File: src/rtl/mmio_led_pwm.sv
// rtl/mmio_led_pwm.sv - memory-mapped LED outputs with direct and PWM-dimmed channels (readback: MMIO_LED_READBACK_EN)
module mmio_led_pwm #(
  parameter int          pChannels = 8,
  parameter int          pPwmBits  = 8,
  parameter logic [31:0] pBaseAddr = 32'h0000_1000
) (
  input  logic                 iwClk,
  input  logic                 iwRst,
  input  logic [31:0]          iwReadAddr,
  input  logic [31:0]          iwWriteAddr,
  input  logic [31:0]          iwWriteData,
  input  logic [3:0]           iwWstrb,
  output logic [31:0]          owReadData,
  output logic [pChannels-1:0] owLed
);

  localparam logic [5:0] kOffCtrl     = 6'h00;
  localparam logic [5:0] kOffDirect   = 6'h01;
  localparam logic [5:0] kOffMode     = 6'h02;
  localparam logic [5:0] kOffPrescale = 6'h03;
  localparam logic [5:0] kOffStatus   = 6'h04;
  localparam int         kOffDuty     = 16;

  logic                 ctrlEn;
  logic [pChannels-1:0] directReg;
  logic [pChannels-1:0] modeReg;
  logic [15:0]          prescaleReg;
  logic [15:0]          pre;
  logic [pPwmBits-1:0]  cnt;
  logic [pPwmBits-1:0]  dutyProg [pChannels];
  logic [pPwmBits-1:0]  dutyAct  [pChannels];

  logic                 wHit;
  logic [5:0]           wOff;
  logic [31:0]          wMerged;
  logic                 tick;
  logic                 cntWrap;
  logic [pChannels-1:0] ledNext;
  logic                 unusedAddrBits;

  // Zero-extended register contents at a word offset; unmapped offsets read 0
  function automatic logic [31:0] regValue(input logic [5:0] off);
    logic [31:0] v;
    v = '0;
    case (off)
      kOffCtrl:     v = {31'h0, ctrlEn};
      kOffDirect:   v = 32'(directReg);
      kOffMode:     v = 32'(modeReg);
      kOffPrescale: v = {16'h0, prescaleReg};
      kOffStatus:   v = 32'(cnt);
      default:      v = '0;
    endcase
    for (int n = 0; n < pChannels; n++) begin
      if (off == 6'(kOffDuty + n)) v = 32'(dutyProg[n]);
    end
    return v;
  endfunction

  // Byte-lane merge of new write data over the current contents
  function automatic logic [31:0] mergeLanes(input logic [31:0] oldVal, input logic [31:0] newVal,
                                             input logic [3:0] strb);
    logic [31:0] v;
    v = oldVal;
    for (int b = 0; b < 4; b++) begin
      if (strb[b]) v[b*8 +: 8] = newVal[b*8 +: 8];
    end
    return v;
  endfunction

  assign wHit    = (iwWriteAddr[31:8] == pBaseAddr[31:8]) && (iwWstrb != 4'b0000);
  assign wOff    = iwWriteAddr[7:2];
  assign wMerged = mergeLanes(regValue(wOff), iwWriteData, iwWstrb);
  assign tick    = (pre == prescaleReg);
  assign cntWrap = tick && (cnt == {pPwmBits{1'b1}});

  // Register writes, prescaler, PWM counter and duty shadow update
  always_ff @(posedge iwClk) begin
    if (iwRst) begin
      ctrlEn      <= 1'b0;
      directReg   <= '0;
      modeReg     <= '0;
      prescaleReg <= '0;
      pre         <= '0;
      cnt         <= '0;
      for (int n = 0; n < pChannels; n++) begin
        dutyProg[n] <= '0;
        dutyAct[n]  <= '0;
      end
    end else begin
      if (wHit && wOff == kOffCtrl)   ctrlEn    <= wMerged[0];
      if (wHit && wOff == kOffDirect) directReg <= wMerged[pChannels-1:0];
      if (wHit && wOff == kOffMode)   modeReg   <= wMerged[pChannels-1:0];
      if (wHit && wOff == kOffPrescale) begin
        prescaleReg <= wMerged[15:0];
        pre         <= '0;
      end else if (tick) begin
        pre <= '0;
      end else begin
        pre <= pre + 16'd1;
      end
      if (tick) cnt <= cnt + 1'b1;
      // Active duties switch only at the period boundary so a pulse is never cut short
      for (int n = 0; n < pChannels; n++) begin
        if (cntWrap) dutyAct[n] <= dutyProg[n];
        if (wHit && wOff == 6'(kOffDuty + n)) dutyProg[n] <= wMerged[pPwmBits-1:0];
      end
    end
  end

  // Per-channel output selection gated by the global enable
  always_comb begin
    ledNext = '0;
    for (int n = 0; n < pChannels; n++) begin
      ledNext[n] = ctrlEn & (modeReg[n] ? ((dutyAct[n] == {pPwmBits{1'b1}}) | (cnt < dutyAct[n]))
                                        : directReg[n]);
    end
  end

  // Registered LED outputs
  always_ff @(posedge iwClk) begin
    if (iwRst) owLed <= '0;
    else       owLed <= ledNext;
  end

`ifdef MMIO_LED_READBACK_EN
  // Registered read port, returns pre-write contents on a same-cycle write
  always_ff @(posedge iwClk) begin
    if (iwRst)                                      owReadData <= '0;
    else if (iwReadAddr[31:8] == pBaseAddr[31:8])   owReadData <= regValue(iwReadAddr[7:2]);
    else                                            owReadData <= '0;
  end
  assign unusedAddrBits = ^{iwWriteAddr[1:0], iwReadAddr[1:0], wMerged};
`else
  assign owReadData     = '0;
  assign unusedAddrBits = ^{iwWriteAddr[1:0], iwReadAddr, wMerged};
`endif

endmodule
File: config.mk
export PLATFORM = sky130hd
export DESIGN_NAME = mmio_led_pwm
export DESIGN_NICKNAME = d
export VERILOG_FILES = /design/src/rtl/mmio_led_pwm.sv
export SDC_FILE = /design/constraint.sdc
export NUM_CORES = 1
export LEC_CHECK = 0
export BUFFER_PORTS_ARGS = -buffer_cell sky130_fd_sc_hd__buf_2
export CAP_MARGIN = 20
export CORE_ASPECT_RATIO = 1.25
export CORE_MARGIN = 2
export CORE_UTILIZATION = 30
export DETAILED_ROUTE_END_ITERATION = 10
export GPL_ROUTABILITY_DRIVEN = 0
export HOLD_SLACK_MARGIN = 0.06
export PLACE_DENSITY = 0.57
export SYNTH_ARGS = -nofsm -noshare
export SYNTH_HDL_FRONTEND = slang
export SYNTH_SLANG_ARGS = --single-unit
File: constraint.sdc
create_clock -name iwClk -period 4.1 [get_ports iwClk]
set_input_delay 0.82 -clock iwClk [delete_from_list [all_inputs] [get_ports iwClk]]
set_output_delay 0.82 -clock iwClk [all_outputs]
set_load 0.1 [all_outputs]
==> results of run 1 <==
[Yosys cell counts (all sizes together) (4+ instances only)]
master | number | area share
and3 | 57 | 0.034
o21ai | 61 | 0.029
mux2i | 21 | 0.020
nor2 | 74 | 0.026
mux4 | 4 | 0.0085
a22o | 7 | 0.0058
a211oi | 13 | 0.0092
nor2b | 28 | 0.017
o22ai | 14 | 0.0083
or3 | 9 | 0.0053
nand2b | 39 | 0.023
a222oi | 4 | 0.0038
nor3 | 30 | 0.016
or2 | 4 | 0.0024
mux2 | 9 | 0.0096
a21o | 18 | 0.013
dfxtp | 65 | 0.12
nand3 | 8 | 0.0038
nor3b | 8 | 0.0057
a21oi | 34 | 0.017
nand4 | 28 | 0.017
nand2 | 37 | 0.013
nor4 | 28 | 0.021
edfxtp | 128 | 0.36
clkbuf | 40 | 0.014
xnor2 | 23 | 0.019
buf | 47 | 0.032
xor2 | 14 | 0.012
ha | 58 | 0.068
o31ai | 6 | 0.0042
o221ai | 4 | 0.0039
o21bai | 5 | 0.0035
inv | 76 | 0.027
[per-stage QoR]
stage,hold WS [ns],setup WS (ns),instances,utilization,instance area [um2]
final,0.500,1.11,1575,0.343,12000
after global routing,0.532,0.970,1575,0.343,12000
after floorplan,0.456,0.747,1062,-,10700
after detailed placement,0.486,0.725,1542,0.326,11400
after global placement,0.472,0.746,1542,0.326,11400
after CTS,0.496,1.20,1574,0.343,12000
[per-layer routing]
layer  vias up  global-route usage  share of wire
met3        57              0.0273          0.053
met5         -                   0        0.00024
met4         2              0.0731          0.038
met2       227               0.282           0.50
li1       3798                   -              -
met1      3802               0.203           0.41
[power groups by stage]
stage          clock network (mW)  logic [mW]  registers (mW)
3_5_place_dp                    0       0.472            2.21
6_report                     1.66       0.474            2.16
5_1_grt                      1.77       0.510            2.17
4_1_cts                      1.69       0.474            2.16
2_1_floorplan                   0       0.363            2.19
3_3_place_gp                    0       0.466            2.21
[cell type report]
| class | instances | area [um2] | share of cell area |
|---|---|---|---|
| well taps | 474 | 593 | 0.0493 |
| flip-flops and latches | 193 | 5140 | 0.428 |
| repair buffers | 93 | 588 | 0.0489 |
| clock buffers | 17 | 425 | 0.0354 |
| multi-input cells | 706 | 4820 | 0.401 |
| clock inverters | 15 | 164 | 0.0136 |
| inverters | 76 | 285 | 0.0237 |
| diodes | 1 | 2.50 | 0.000208 |
[path summary, 6_finish.rpt]
| check | to | slack [ns] | depth (start not counted) |
|---|---|---|---|
| setup / recovery | dutyProg[0][25] | 1.11 | 7 |
| hold / removal | directReg[2] | 0.50 | 2 |
| hold reg to reg | directReg[2] | 0.50 | 2 |
| setup reg to reg | dutyAct[1][20] | 1.30 | 5 |
[flip-flops by register name (all words and copies together) (netlist names)]
register and count:
cnt 8, ctrlEn 1, directReg 8, dutyAct 64, dutyProg 64, modeReg 8, owLed 8, pre 16
prescaleReg 16
[worst min-delay path, cell delays in order, from the launching register on]
cell	delay, ns
dfxtp_1	0.33
nand2b_1	0.07
mux2i_1	0.06
[cell families (layout without fill, tap and decap cells)]
group / Yosys count / count (layout) / synth area share
other cells: 1 / 33 / 0.000354
compound gates: 184 / 184 / 0.112
xor+xnor: 37 / 37 / 0.0306
buf+inv: 163 / 201 / 0.0728
mux: 34 / 34 / 0.0379
simple gates: 361 / 361 / 0.193
flops: 193 / 193 / 0.485
fa+ha+maj: 58 / 58 / 0.0684
==> implementation parameters, run 1 <==
Parameter                              Value

Setup path
  Worst-path cell with the longest stage delay    or4b_1
  Type of the worst setup path    input pin to flop
  Maximum single-stage delay on the critical path    0.72 ns
  Critical path data required time    4.36 ns
  Top delay family on crit path    simple AND/OR/NAND/NOR gates
  CP max FO    16
  Cell-by-cell trace of the critical path    buf_2, or4b_1, a21oi_4, a222oi_1, o21ai_1, nand2_1, nor4_1
  Total buffers and inverters traversed by the critical path    1
  Arrival time at the worst endpoint    3.25 ns
  Worst R2R Start    cnt[5]
  Startpoint kind of the worst setup timing path    input pin
  Launching instance or port of the critical path    iwWriteAddr[4]
  Critical Path Sink Type    flop

Drt
  DR vias/cell    5.01
  DRC violation total after the first TritonRoute iteration    623
  Vias post-DR    7886
  Number of iterations in the first detailed-routing pass    5
  Overall routed net length    29.4 mm
  Average routed wire per standard cell    18.6 um
  Residual DRC count    0
  Final ANT Viol Nets    0

Global routing
  Global-route total usage across every layer    0.165
  Via count of the first global-routing pass    7762
  Pin count of the biggest net entering global routing    67
  Antenna violations before repair    2
  GRT overflow    0
  First-pass GRT wire length    45.5 mm

Run status
  Outcome    complete, no violations

Floorplanning
  Overall die width    172 um
  Number of rows in the core area    77
  Core Box Area    35100 um2
  Die outline area    36900 um2
  Vertical die dimension    214 um
  Starting Density    0.302
  Number of top-level design ports    142

Final layout
  Leading cell type in the layout, fill and taps excluded    edfxtp_1
  Net count, final    1247
  Count of filler cells inserted in the layout    3541
  Share of layout cells above drive strength 1    0.146
  Leading cell types in the layout, fill and taps excluded    edfxtp_1 (128), inv_1 (76), nor2_1 (74)
  Area Overhead vs Synth    13.3%

Clocking
  Skew-Pair Late Insertion Delay    0.45 ns
  TritonCTS clock tree    yes
  Cells resized by post-CTS repair    0
  Master cell of the clock root buffer    clkbuf_16
  Largest buffer count on any clock path    2
  H-tree depth    4
  CTS Hold Buffers Added    0
  Number of buffers inserted during clock tree synthesis    17
  Post-CTS setup buffer count    0
  Number of clock sinks seen by CTS    193
  Clock-pin slew on the worst setup and hold paths    0.07 ns

Timing
  # setup viols final    0
  Setup repair after global routing missed its margin    false
  Fin Setup TNS    0 ns
  Timing-limited maximum frequency    0.335 GHz
  Max Clock Skew    0.0177 ns
  Final count of hold timing violations    0
  Count of pins over their slew limit    0
  Worst slew margin relative to its limit    0.394
  Final clock period utilization by the worst path    0.729
  Least-Margin Pin Slew    0.908 ns
  Min Tclk post-route    2.99 ns

Hold path
  Hold Startpoint    directReg[2]
  Type of the most critical hold path    flop to flop

Power and ir drop
  Int Pwr    3.08 mW
  Net switching component of the power    1.22 mW
  Gate power share    0.110
  Sequential fraction of design power    0.503
  Sw frac    0.283
  Portion of total power attributed to the clock network    0.386
  Pleak    4.70 nW
  Total Power    4.30 mW
  Largest voltage drop on the vdd net    0.255 mV
  Pwr Density    357 nW/um2

Logic synthesis
  Prevailing post-synth register cell    edfxtp_1
  Post-synthesis area per instance    10.3 um2
  Count of flip-flops with a built-in enable after synthesis    128
  Synthesized instance count    1031
  FF+latch count, synth    193
  Number of library cell types mapped by synthesis    63
  Area of the mapped netlist    10600 um2
  Share of synthesized area occupied by flip-flops and latches    0.485
  Synth async-reset ratio    0
  Yosys warnings    0

Placed design
  Half-perimeter wire length after detailed placement    21.9 mm
  IO Port Bufs    59

Flow run
  Max-cap violations    0
Note: power is estimated with default switching activity, not from simulation.
==> run 2, diff against run 1 <==
- PLACE_DENSITY: 0.57 -> 0.59
- clock period: 4.1 -> 2.7 ns (I/O delays scaled with it)
==> run 2 against run 1 <==
Non-clock buffer count increased by 72. Sequential share of layout area decreased by 2.0 points. Global-route usage increased by 0.53 points. Core utilization increased by 1.6 points. Largest cell class unchanged.
==> implementation parameters, run 2 (synthesis results as in run 1) <==
Parameter                              Value

Global routing
  Antenna violations before repair    0 (was 2)
  First-pass GRT wire length    46.4 mm (was 45.5 mm)
  Pin count of the biggest net entering global routing    65 (was 67)
  Global-route total usage across every layer    0.170 (was 0.165)
  GRT overflow    0 (unchanged)
  Via count of the first global-routing pass    8094 (was 7762)

Drt
  Average routed wire per standard cell    18.4 um (was 18.6 um)
  DRC violation total after the first TritonRoute iteration    557 (was 623)
  Overall routed net length    30.3 mm (was 29.4 mm)
  Vias post-DR    8102 (was 7886)
  Number of iterations in the first detailed-routing pass    7 (was 5)
  Final ANT Viol Nets    0 (unchanged)
  Residual DRC count    0 (unchanged)
  DR vias/cell    4.92 (was 5.01)

Clocking
  Number of buffers inserted during clock tree synthesis    17 (unchanged)
  Cells resized by post-CTS repair    0 (unchanged)
  Master cell of the clock root buffer    clkbuf_16 (unchanged)
  Skew-Pair Late Insertion Delay    0.45 ns (about the same)
  Clock-pin slew on the worst setup and hold paths    0.07 ns (about the same)
  Post-CTS setup buffer count    0 (unchanged)
  Largest buffer count on any clock path    2 (unchanged)
  TritonCTS clock tree    yes (unchanged)
  Number of clock sinks seen by CTS    193 (unchanged)
  H-tree depth    4 (unchanged)
  CTS Hold Buffers Added    0 (unchanged)

Timing
  Least-Margin Pin Slew    0.561 ns (was 0.908 ns)
  Final-layout worst hold slack    0.321 ns (was 0.500 ns)
  # setup viols final    0 (unchanged)
  Final count of hold timing violations    0 (unchanged)
  Setup repair after global routing missed its margin    false (unchanged)
  Timing-limited maximum frequency    0.397 GHz
  Worst slew margin relative to its limit    0.626 (was 0.394)
  Final clock period utilization by the worst path    0.934
  Min Tclk post-route    2.52 ns
  Count of pins over their slew limit    0 (unchanged)
  Max Clock Skew    0.0116 ns (was 0.0177 ns)

Final layout
  Final core utilization    0.359 (was 0.343)
  Count of filler cells inserted in the layout    3518 (was 3541)
  Net count, final    1319 (was 1247)
  Share of layout cells above drive strength 1    0.195 (was 0.146)
  Leading cell types in the layout, fill and taps excluded    edfxtp_1 (128), buf_4 (97), inv_1 (76) (was edfxtp_1 (128), inv_1 (76), nor2_1 (74))
  Area Overhead vs Synth    18.8% (was 13.3%)
  Regs by FF count    dutyAct x64, dutyProg x64 (unchanged)
  ANT cells    0 (was 1)
  Leading cell type in the layout, fill and taps excluded    edfxtp_1 (unchanged)

Setup path
  Crit. path cell count    9 (was 7)
  Cells on worst reg2reg path    8 (was 5)
  Cell-by-cell trace of the critical path    buf_2, or4b_1, a21oi_4, buf_4, a31oi_1, o21ai_0, a2bb2oi_2, buf_4, nor4_1 (was buf_2, or4b_1, a21oi_4, a222oi_1, o21ai_1, nand2_1, nor4_1)
  Critical Path Sink Type    flop (unchanged)
  CP max FO    5 (was 16)
  Maximum single-stage delay on the critical path    0.67 ns (was 0.72 ns)
  Startpoint kind of the worst setup timing path    input pin (unchanged)
  Most numerous cell on the critical path    buf_4
  R2R Path End    pre[11] (was dutyAct[1][20])
  Worst-path cell with the longest stage delay    or4b_1 (unchanged)
  Worst R2R Start    pre[0] (was cnt[5])
  Type of the worst setup path    input pin to flop (unchanged)
  Critical path data required time    2.94 ns (was 4.36 ns)
  Launching instance or port of the critical path    iwWriteAddr[7] (was iwWriteAddr[4])
  Top delay family on crit path    simple AND/OR/NAND/NOR gates (unchanged)
  Total buffers and inverters traversed by the critical path    3 (was 1)
  Critical Path Sink    dutyProg[0][5] (was dutyProg[0][25])
  Arrival time at the worst endpoint    2.76 ns (was 3.25 ns)
  FF-to-FF setup slack    0.62 ns (was 1.30 ns)

Floorplanning
  Number of top-level design ports    142 (unchanged)
  Vertical die dimension    214 um (unchanged)
  Die outline area    36900 um2 (unchanged)
  Core Box Area    35100 um2 (unchanged)
  Overall die width    172 um (unchanged)
  Starting Density    0.302 (unchanged)
  Number of rows in the core area    77 (unchanged)

Placed design
  IO Port Bufs    59 (unchanged)
  Half-perimeter wire length after detailed placement    23.4 mm (was 21.9 mm)

Power and ir drop
  Pleak    5.05 nW (was 4.70 nW)
  Total Power    6.49 mW (was 4.30 mW)
  Largest voltage drop on the vdd net    0.487 mV (was 0.255 mV)
  Pwr Density    515 nW/um2 (was 357 nW/um2)

Hold path
  Type of the most critical hold path    input pin to flop (was flop to flop)

Flow run
  Max-cap violations    0 (unchanged)

Run status
  Outcome    complete, no violations (unchanged)
## run 2: cell type report
class                   count  area (um2)  area share
repair buffers            165        1200      0.0955
multi-input cells         706        4820       0.382
well taps                 474         593      0.0471
inverters                  76         285      0.0226
clock inverters            11         113     0.00894
clock buffers              21         440      0.0350
flip-flops and latches    193        5140       0.408
## run 2: routing by layer
metal	wire [um]	GRT usage	share of wire	vias up
met2	15500	0.300	0.51	261
met4	1090	0.0798	0.036	0
met3	1380	0.0253	0.046	59
li1	-	-	-	3921
met5	0	0	0	-
met1	12400	0.201	0.41	3861
## run 2: worst min path at each step
stage,start,end,slack (ns),depth (start not counted)
after floorplan,directReg[0],directReg[0],0.46,2
after global placement,directReg[6],directReg[6],0.49,2
after detailed placement,directReg[2],directReg[2],0.49,2
after CTS,iwWriteData[12],prescaleReg[12],0.30,3
after global routing,iwWriteData[13],prescaleReg[13],0.33,3
final,iwWriteData[12],prescaleReg[12],0.32,3
## run 2: worst min-delay path, stage by stage
cell and delay [ns]:
buf_2 0.08, mux2i_1 0.05, nor2_1 0.07
## run 2: metrics by stage
| step | TNS (ns) | instance area [um2] | instances | setup WS, ns |
|---|---|---|---|---|
| 4_1_cts | 0 | 12600 | 1646 | 0.357 |
| 3_5_place_dp | -0.207 | 12000 | 1614 | -0.0992 |
| 6_report | 0 | 12600 | 1646 | 0.178 |
| 2_1_floorplan | 0 | 10700 | 1062 | 0.0422 |
| 5_1_grt | 0 | 12600 | 1646 | 0.194 |
| 3_3_place_gp | -0.0985 | 12000 | 1614 | -0.0599 |
## run 2: report_power, final
part / switching, mW / internal, mW
sequential: 0.0699 / 3.23
clock: 1.14 / 1.28
combinational: 0.517 / 0.259
